<file path="config.mk">
export PLATFORM = sky130hd
export DESIGN_NAME = button_conditioner
export DESIGN_NICKNAME = d
export VERILOG_FILES = /design/src/rtl/btn_pkg.sv /design/src/rtl/btn_channel.sv /design/src/rtl/button_conditioner.sv
export SDC_FILE = /design/constraint.sdc
export NUM_CORES = 1
export LEC_CHECK = 0
export ABC_AREA = 1
export BUFFER_PORTS_ARGS = -buffer_cell sky130_fd_sc_hd__buf_4
export CORE_MARGIN = 10
export CORE_UTILIZATION = 55
export CTS_BUF_LIST = sky130_fd_sc_hd__clkbuf_4
export CTS_CLUSTER_DIAMETER = 60
export DETAILED_ROUTE_END_ITERATION = 16
export MAX_ROUTING_LAYER = met4
export PLACE_DENSITY = 0.73
export SLEW_MARGIN = 30
export SYNTH_ARGS = -nofsm -noshare
export SYNTH_HDL_FRONTEND = slang
export SYNTH_SLANG_ARGS = --single-unit
</file>
<file path="constraint.sdc">
create_clock -name clk -period 3.92 [get_ports clk]
set_input_delay 0.392 -clock clk [delete_from_list [all_inputs] [get_ports clk]]
set_output_delay 0.392 -clock clk [all_outputs]
set_load 0.02 [all_outputs]
</file>
<file path="src/rtl/btn_pkg.sv">
// Shared types and constants for the button conditioner and its per-button channels.
package btn_pkg;

    typedef enum logic [1:0] {
        IDLE         = 2'd0,
        PRESS_PEND   = 2'd1,
        HELD         = 2'd2,
        RELEASE_PEND = 2'd3
    } btn_state_t;

    localparam int BTN_CNT_W = 8;

    function automatic bit in_range(input int value, input int lo, input int hi);
        return (value >= lo) && (value <= hi);
    endfunction

endpackage

</file>
<file path="src/rtl/btn_channel.sv">
// One button: 2-flop synchronizer, tick-sampled debounce FSM, registered level/press/release.
// With BTN_AUTOREPEAT_EN defined, a held button also emits repeating press pulses.
module btn_channel
    import btn_pkg::*;
#(
    parameter int STABLE_TICKS  = 4,
    parameter int REPEAT_DELAY  = 32,
    parameter int REPEAT_PERIOD = 8
) (
    input  logic clk,
    input  logic rst,
    input  logic tick,
    input  logic raw,
    output logic level,
    output logic press,
    output logic release_pulse
);

    localparam logic [BTN_CNT_W-1:0] STABLE_LIM = BTN_CNT_W'(STABLE_TICKS);

    logic                 sync1_reg;
    logic                 sync2_reg;
    btn_state_t           state_reg;
    logic [BTN_CNT_W-1:0] cnt_reg;
    logic [BTN_CNT_W-1:0] cnt_next;
    logic                 level_reg;
    logic                 press_reg;
    logic                 release_reg;

    assign cnt_next = cnt_reg + BTN_CNT_W'(1);

`ifdef BTN_AUTOREPEAT_EN
    localparam logic [BTN_CNT_W-1:0] RPT_AT = BTN_CNT_W'(REPEAT_DELAY);
    // Modulo-256 reload: counting back up to RPT_AT always takes exactly REPEAT_PERIOD ticks.
    localparam logic [BTN_CNT_W-1:0] RPT_RELOAD = BTN_CNT_W'(REPEAT_DELAY - REPEAT_PERIOD);

    logic [BTN_CNT_W-1:0] rpt_reg;
    logic [BTN_CNT_W-1:0] rpt_next;

    assign rpt_next = rpt_reg + BTN_CNT_W'(1);
`else
    // Repeat timing is only meaningful with auto-repeat compiled in.
    logic unused_repeat;
    assign unused_repeat = ^{REPEAT_DELAY, REPEAT_PERIOD};
`endif

    always_ff @(posedge clk) begin
        if (rst) begin
            sync1_reg   <= 1'b0;
            sync2_reg   <= 1'b0;
            state_reg   <= IDLE;
            cnt_reg     <= '0;
            level_reg   <= 1'b0;
            press_reg   <= 1'b0;
            release_reg <= 1'b0;
`ifdef BTN_AUTOREPEAT_EN
            rpt_reg     <= '0;
`endif
        end else begin
            sync1_reg   <= raw;
            sync2_reg   <= sync1_reg;
            press_reg   <= 1'b0;
            release_reg <= 1'b0;
            if (tick) begin
                case (state_reg)
                    IDLE: begin
                        if (sync2_reg) begin
                            if (STABLE_TICKS == 1) begin
                                state_reg <= HELD;
                                cnt_reg   <= '0;
                                level_reg <= 1'b1;
                                press_reg <= 1'b1;
`ifdef BTN_AUTOREPEAT_EN
                                rpt_reg   <= '0;
`endif
                            end else begin
                                state_reg <= PRESS_PEND;
                                cnt_reg   <= BTN_CNT_W'(1);
                            end
                        end
                    end
                    PRESS_PEND: begin
                        if (!sync2_reg) begin
                            state_reg <= IDLE;
                            cnt_reg   <= '0;
                        end else if (cnt_next == STABLE_LIM) begin
                            state_reg <= HELD;
                            cnt_reg   <= '0;
                            level_reg <= 1'b1;
                            press_reg <= 1'b1;
`ifdef BTN_AUTOREPEAT_EN
                            rpt_reg   <= '0;
`endif
                        end else begin
                            cnt_reg <= cnt_next;
                        end
                    end
                    HELD: begin
                        if (!sync2_reg) begin
                            if (STABLE_TICKS == 1) begin
                                state_reg   <= IDLE;
                                cnt_reg     <= '0;
                                level_reg   <= 1'b0;
                                release_reg <= 1'b1;
                            end else begin
                                state_reg <= RELEASE_PEND;
                                cnt_reg   <= BTN_CNT_W'(1);
                            end
                        end else begin
`ifdef BTN_AUTOREPEAT_EN
                            if (rpt_next == RPT_AT) begin
                                press_reg <= 1'b1;
                                rpt_reg   <= RPT_RELOAD;
                            end else begin
                                rpt_reg <= rpt_next;
                            end
`endif
                        end
                    end
                    RELEASE_PEND: begin
                        // A bounce back to 1 resumes HELD with the repeat counter untouched.
                        if (sync2_reg) begin
                            state_reg <= HELD;
                            cnt_reg   <= '0;
                        end else if (cnt_next == STABLE_LIM) begin
                            state_reg   <= IDLE;
                            cnt_reg     <= '0;
                            level_reg   <= 1'b0;
                            release_reg <= 1'b1;
                        end else begin
                            cnt_reg <= cnt_next;
                        end
                    end
                    default: begin
                        state_reg <= IDLE;
                        cnt_reg   <= '0;
                    end
                endcase
            end
        end
    end

    assign level         = level_reg;
    assign press         = press_reg;
    assign release_pulse = release_reg;

endmodule

</file>
<file path="src/rtl/button_conditioner.sv">
// Push-button conditioner: derives the shared sample tick from debounce_clk and fans out
// one btn_channel per button. Optional auto-repeat is enabled with BTN_AUTOREPEAT_EN.
module button_conditioner
    import btn_pkg::*;
#(
    parameter int N_BTN         = 4,
    parameter int STABLE_TICKS  = 4,
    parameter int REPEAT_DELAY  = 32,
    parameter int REPEAT_PERIOD = 8
) (
    input  logic             clk,
    input  logic             rst,
    input  logic             debounce_clk,
    input  logic [N_BTN-1:0] btn_raw,
    output logic [N_BTN-1:0] btn_level,
    output logic [N_BTN-1:0] btn_press,
    output logic [N_BTN-1:0] btn_release
);

    localparam bit PARAMS_OK = in_range(N_BTN, 1, 8)
                            && in_range(STABLE_TICKS, 1, 255)
                            && in_range(REPEAT_DELAY, 1, 255)
                            && in_range(REPEAT_PERIOD, 1, 255);

    logic dclk_q_reg;
    logic tick;

    // Resetting to 1 means a strobe already high at reset release is not an edge.
    always_ff @(posedge clk) begin
        if (rst) begin
            dclk_q_reg <= 1'b1;
        end else begin
            dclk_q_reg <= debounce_clk;
        end
    end

    assign tick = debounce_clk & ~dclk_q_reg;

    generate
        if (PARAMS_OK) begin : g_ok
            for (genvar gi = 0; gi < N_BTN; gi++) begin : g_ch
                btn_channel #(
                    .STABLE_TICKS  (STABLE_TICKS),
                    .REPEAT_DELAY  (REPEAT_DELAY),
                    .REPEAT_PERIOD (REPEAT_PERIOD)
                ) u_channel (
                    .clk           (clk),
                    .rst           (rst),
                    .tick          (tick),
                    .raw           (btn_raw[gi]),
                    .level         (btn_level[gi]),
                    .press         (btn_press[gi]),
                    .release_pulse (btn_release[gi])
                );
            end
        end else begin : g_bad_params
            // Out-of-range configuration: outputs stay quiet rather than misbehave.
            assign btn_level   = '0;
            assign btn_press   = '0;
            assign btn_release = '0;
        end
    endgenerate

endmodule

</file>
* Word-level counts from Yosys, hierarchy flattened *
Cells that the tools add are included.

word-level totals
  bits in registers = 61
  logic and storage cells = 200
  input port bits = 7

cells by class
  muxes and demuxes = 76
  bitwise operators = 15
  add/subtract/negate cells = 4
  equal/unequal tests = 48
  reductions and logical operators = 28

operators by type and width
  cell                   count
  $mux W8                20
  $pmux W8 S4            4
  $mux W2                24
  $add A8 B1 Y8 const B  4
  $eq A8 B3 Y1 const B   4
  $ne A2 B1 Y1 const B   16
  $pmux W2 S4            4
  $reduce_or A4 Y1       8
  $reduce_and A6 Y1      4
  $mux W1                20
  $reduce_and A5 Y1      4
  $eq A2 B2 Y1 const B   8
  $ne A2 B2 Y1 const B   8
  $not A1 Y1             14
  $ne A3 B1 Y1 const B   4
  $ne A3 B3 Y1 const B   4
  $reduce_and A3 Y1      4
  $eq A2 B1 Y1 const B   4
  $logic_not A2 Y1       4
  $pmux W1 S2            4
  $reduce_bool A2 Y1     4
  $and A1 B1 Y1          1

* Logic depth before layout (Yosys ltp) *
  depth in word-level cells = 5
  depth in mapped cells = 12

* Cells and area by module *
From an unflattened synthesis, not the netlist that was laid out.

unflattened totals
  cells, all modules = 429
  area total of the unflattened synthesis = 3090.5 µm²

modules (own cells, without submodules)
  module              cells each  sequential area each (µm²)  times used  area each (µm²)
  btn_channel         106         300.3                       4           763.2
  button_conditioner  5           20.0                        1           37.5

* Least setup slack after synthesis *
No wires, ideal clock.

  path type = flip-flop to flip-flop
  start = register g_ok.g_ch[0].u_channel.cnt_reg[0]
  end = register with a tool-made name
  arrival time = 1.442 ns
  clock period less this slack = 1.557 ns
  stages on the path, launching flop included = 13
  buffers on the path = 0
  setup time = 0.115 ns
  slack = 2.363 ns
  cell sequence = dfxtp_1 -> ha_1 -> inv_1 -> nand2_1 -> nand2_1 -> nor2_1 -> nand3_1 -> nor2_2 -> nand3_1 -> nand3_2 -> nand3_1 -> nand2_1 -> nor2_1

RTL lines
  item                    line                RTL
  start, declared         btn_channel.sv:24   logic [BTN_CNT_W-1:0] cnt_reg;
  start signal, assigned  btn_channel.sv:95   cnt_reg <= cnt_next;
  start signal, assigned  btn_channel.sv:131  cnt_reg <= cnt_next;

==> summary by stage <==
Place
The number of buffer cells added on primary ports is 18. Detailed placement ended at an HPWL of 4360 um. The number of instances in the placed design is 514. The weighted congestion reported at the end of routability-driven placement is 0.834. Once placement finished, the instance area stood at 3320 um2.

Timing
On the final layout, the worst clock skew is 0.00948 ns. The worst path in the final design needs a cycle of 1.81 ns, including I/O delays and setup. The number of pins exceeding their max-slew limit in the final report is 0.

The number of setup violations in the final report is 0. The worst pin sits at a relative slew slack of 66.5%. For the pin with the worst max-slew slack, the measured transition is 0.503 ns. The worst path uses 46.1% of the clock period. The total count of hold-check failures in the final report is 0. The setup total negative slack is 0 ns.

The peak clock frequency supported by timing is 553 MHz. Setup repair after global routing left no endpoint under its margin. Hold timing on the final database bottoms out at a slack of 0.190 ns.

Floorplanning
The die covers 9300 um2. The number of top-level pins is 19. The die is 96.5 um tall. The initial core utilization is 57.7%.

The horizontal die dimension is 96.5 um. The row count is 27. The core area is 5570 um2.

CTS
The tree is rooted in a sky130_fd_sc_hd__clkbuf_4. TritonCTS built the clock tree. The number of buffers created by CTS is 9.

The buffer count from post-CTS setup fixing is 0. The buffer levels on the longest clock path is 2. The H-tree generated during clock tree synthesis spans 3 levels.

The number of cells upsized or downsized after cts is 0. The clock latency on the worst-skew pair is 0.40 ns. Clock-pin slew was measured on the worst setup and hold paths at 0.10 ns. The number of clock sinks is 61. The quantity of hold-fixing buffers added after cts is 0.

Drt
The detailed router finished its first iteration with 106 violations. The routed layout has 2697 vias. The count of unresolved DRC violations after routing is 0. In this run the remaining antenna-violating nets after routing total 0.

Dividing the detail-routed wire length by the instance count gives 11.6 um. The final layout contains routed wiring with a total length of 6130 um. For this run, the detailed router's first-pass iteration total came to 4. The detailed-route vias per instance is 5.09.

GRT
The initial antenna violation count is 0. The first global-routing pass estimated 10900 um of wire. The remaining global-route overflow is 0. The pin count of the biggest net entering global routing is 42. For this run, the total global-route usage over all layers was measured as 14.9%. The number of global-route vias before repair is 2532.

Min path
The class of the worst hold path is primary input to flop. The number of cells on the worst hold path is 3. The worst hold path begins at btn_raw[1]. The path with the worst hold slack has its endpoint at g_ok.g_ch[1].u_channel.sync1_reg.

Setup path
The worst register-to-register path has a depth of 12. For the worst setup path, the data arrival time is 2.11 ns. The cell class contributing the biggest share of worst-path delay is simple AND/OR/NAND/NOR gates. The startpoint-to-endpoint class of the critical path is flop to flop. The peak fanout along the critical path is 7. Counting both buffers and inverters, the worst setup path holds a total of 1. At the worst endpoint, the required time is 4.22 ns. The worst stage delay on the critical path is 0.44 ns. The kind of end point of the critical path is a flop. The cell at the slowest stage of the critical path is sky130_fd_sc_hd__dfxtp_1.

The worst setup path is launched from a flop. The startpoint identified for the worst register-to-register timing path is g_ok.g_ch[0].u_channel.cnt_reg[0]. Traced cell by cell, the critical path runs through ha_1, inv_1, nand2_1, nand2_1, nor2_1, nand3_1, nor2_2, nand3_1, nand3_2, nand3_1, nand2_1, nor2_1. The setup slack of the most critical reg-to-reg path is 2.11 ns.

Synth
Counting instances in the post-synthesis netlist gives the leading cell types as 96 x sky130_fd_sc_hd__nand2_1, 61 x sky130_fd_sc_hd__dfxtp_1, 57 x sky130_fd_sc_hd__inv_1. The flip-flop and latch count after synthesis is 61. The count of synthesis-stage warnings from yosys is 0. The cell taking the most area after synthesis is sky130_fd_sc_hd__dfxtp_1. In this run, distinct cell masters in the synthesized netlist total 40. The synthesized instance count is 443. The top-area cell type share of the netlist area is 38.0%.

In the post-synthesis netlist, the biggest area contributors are sky130_fd_sc_hd__dfxtp_1 38%, sky130_fd_sc_hd__nand2_1 11%, sky130_fd_sc_hd__inv_1 6.7%. Of the synthesized area, sequential elements account for 38.0%. Dividing the synthesized area by the synthesized cell count gives 7.26 um2.

The number of enable-type register cells in the synthesized netlist is 0. Of all flip-flops after synthesis, the portion carrying an async set or reset was 0%. The most frequently used flop master after synthesis is sky130_fd_sc_hd__dfxtp_1. The combined area of all synthesized cells is 3220 um2. In the post-synthesis netlist, the cell with the most instances is sky130_fd_sc_hd__nand2_1. Synthesis produced a netlist with a net count of 455.

Pwr
For this design the ratio of total power to cell area is 299 nW/um2. The static power due to leakage is 1.34 nW. The worst-case IR drop observed on VDD is 158 uV.

Layout
The number of cells in the finished layout apart from fillers is 530. 0 antenna diodes ended up in the layout. The area growth from synthesis to layout is 6.50%. The post-route netlist has 16.4% of its cells at a drive strength greater than 1. The register with the most flip-flops in the layout has 32 of them. For this run, the post-layout net count is 465. Summing all non-filler instances in the final layout gives an area of 3420 um2.

Status
The flow ran to the end, and the final reports show no timing, DRC or antenna violations.

Job
The number of maximum-capacitance violations is 0.
==> metrics by stage <==
step / power (mW) / utilization [%] / setup WS, ns
after floorplan: 0.671 / - / 2.36
after global placement: 0.681 / 59.6 / 2.16
after detailed placement: 0.682 / 59.6 / 2.08
after CTS: 1.04 / 61.4 / 2.13
after global routing: 1.06 / 61.4 / 1.89
final: 1.03 / 61.4 / 2.11
==> report_power, final <==
part / total (mW) / internal, mW / switching, mW
clock network: 0.358 / 0.130 / 0.228
registers: 0.629 / 0.625 / 0.00430
logic: 0.0377 / 0.0110 / 0.0267
==> layout by cell type, fill, tap and decap left out, drive strengths merged, types with 2 or more instances in the layout <==
| master | instances |
|---|---|
| nor4 | 2 |
| inv | 63 |
| nand3 | 39 |
| a21oi | 37 |
| buf | 18 |
| o21ai | 12 |
| nand4 | 11 |
| nor2 | 62 |
| nand2 | 99 |
| nor3b | 2 |
| ha | 5 |
| clkbuf | 10 |
| clkinv | 5 |
| xnor2 | 3 |
| dfxtp | 61 |
| nor3 | 8 |
| or2 | 5 |
| xor2 | 6 |
| a221oi | 3 |
==> kinds of logic (layout without fill, tap and decap cells) <==
group	Yosys count	after routing	synth area share, %
adder cells (fa/ha/maj)	5	5	1.95
AND/OR/NAND/NOR	229	229	35.7
AO/OA/AOI/OAI	57	57	10.5
XOR/XNOR	9	9	2.69
buffers and inverters	82	97	11.2
flip-flops	61	61	38.0
==> worst register-to-register path: cells and delay by family (launching register included) <==
family / cells / cell delay (ns)
simple gates: 10 / 0.91
flops: 1 / 0.44
fa+ha+maj: 1 / 0.29
buf+inv: 1 / 0.06
==> routing by layer <==
layer	track usage, %	part of all wire (%)	wire [um]	vias up
li1	-	-	-	1432
met1	17.9	48	2920	1220
met2	23.2	47	2860	32
met3	3.08	3.7	226	13
met4	7.38	2.0	122	0
met5	-	0	0	-
==> worst max-delay path by stage <==
| stage | slack (ns) | from | depth (start not counted) | to |
|---|---|---|---|---|
| 2_1_floorplan | 2.36 | g_ok.g_ch[0].u_channel.cnt_reg[0] | 12 | flop |
| 3_3_place_gp | 2.16 | rst | 4 | g_ok.g_ch[0].u_channel.press |
| 6_report | 2.11 | g_ok.g_ch[0].u_channel.cnt_reg[0] | 12 | flop |
| 4_1_cts | 2.13 | g_ok.g_ch[0].u_channel.cnt_reg[0] | 12 | flop |
| 3_5_place_dp | 2.08 | rst | 4 | g_ok.g_ch[0].u_channel.press |
| 5_1_grt | 1.89 | g_ok.g_ch[0].u_channel.cnt_reg[0] | 12 | flop |
==> final cells by class <==
type	instances	area, um2
clock buffer	10	75.1
clock inverter	6	30.0
fill	524	2150
inverter	63	239
multi-input combinational	300	1630
sequential	61	1220
tap	72	90.1
timing repair buffer	18	135
No activity file was read; power rests on OpenSTA's default activity.
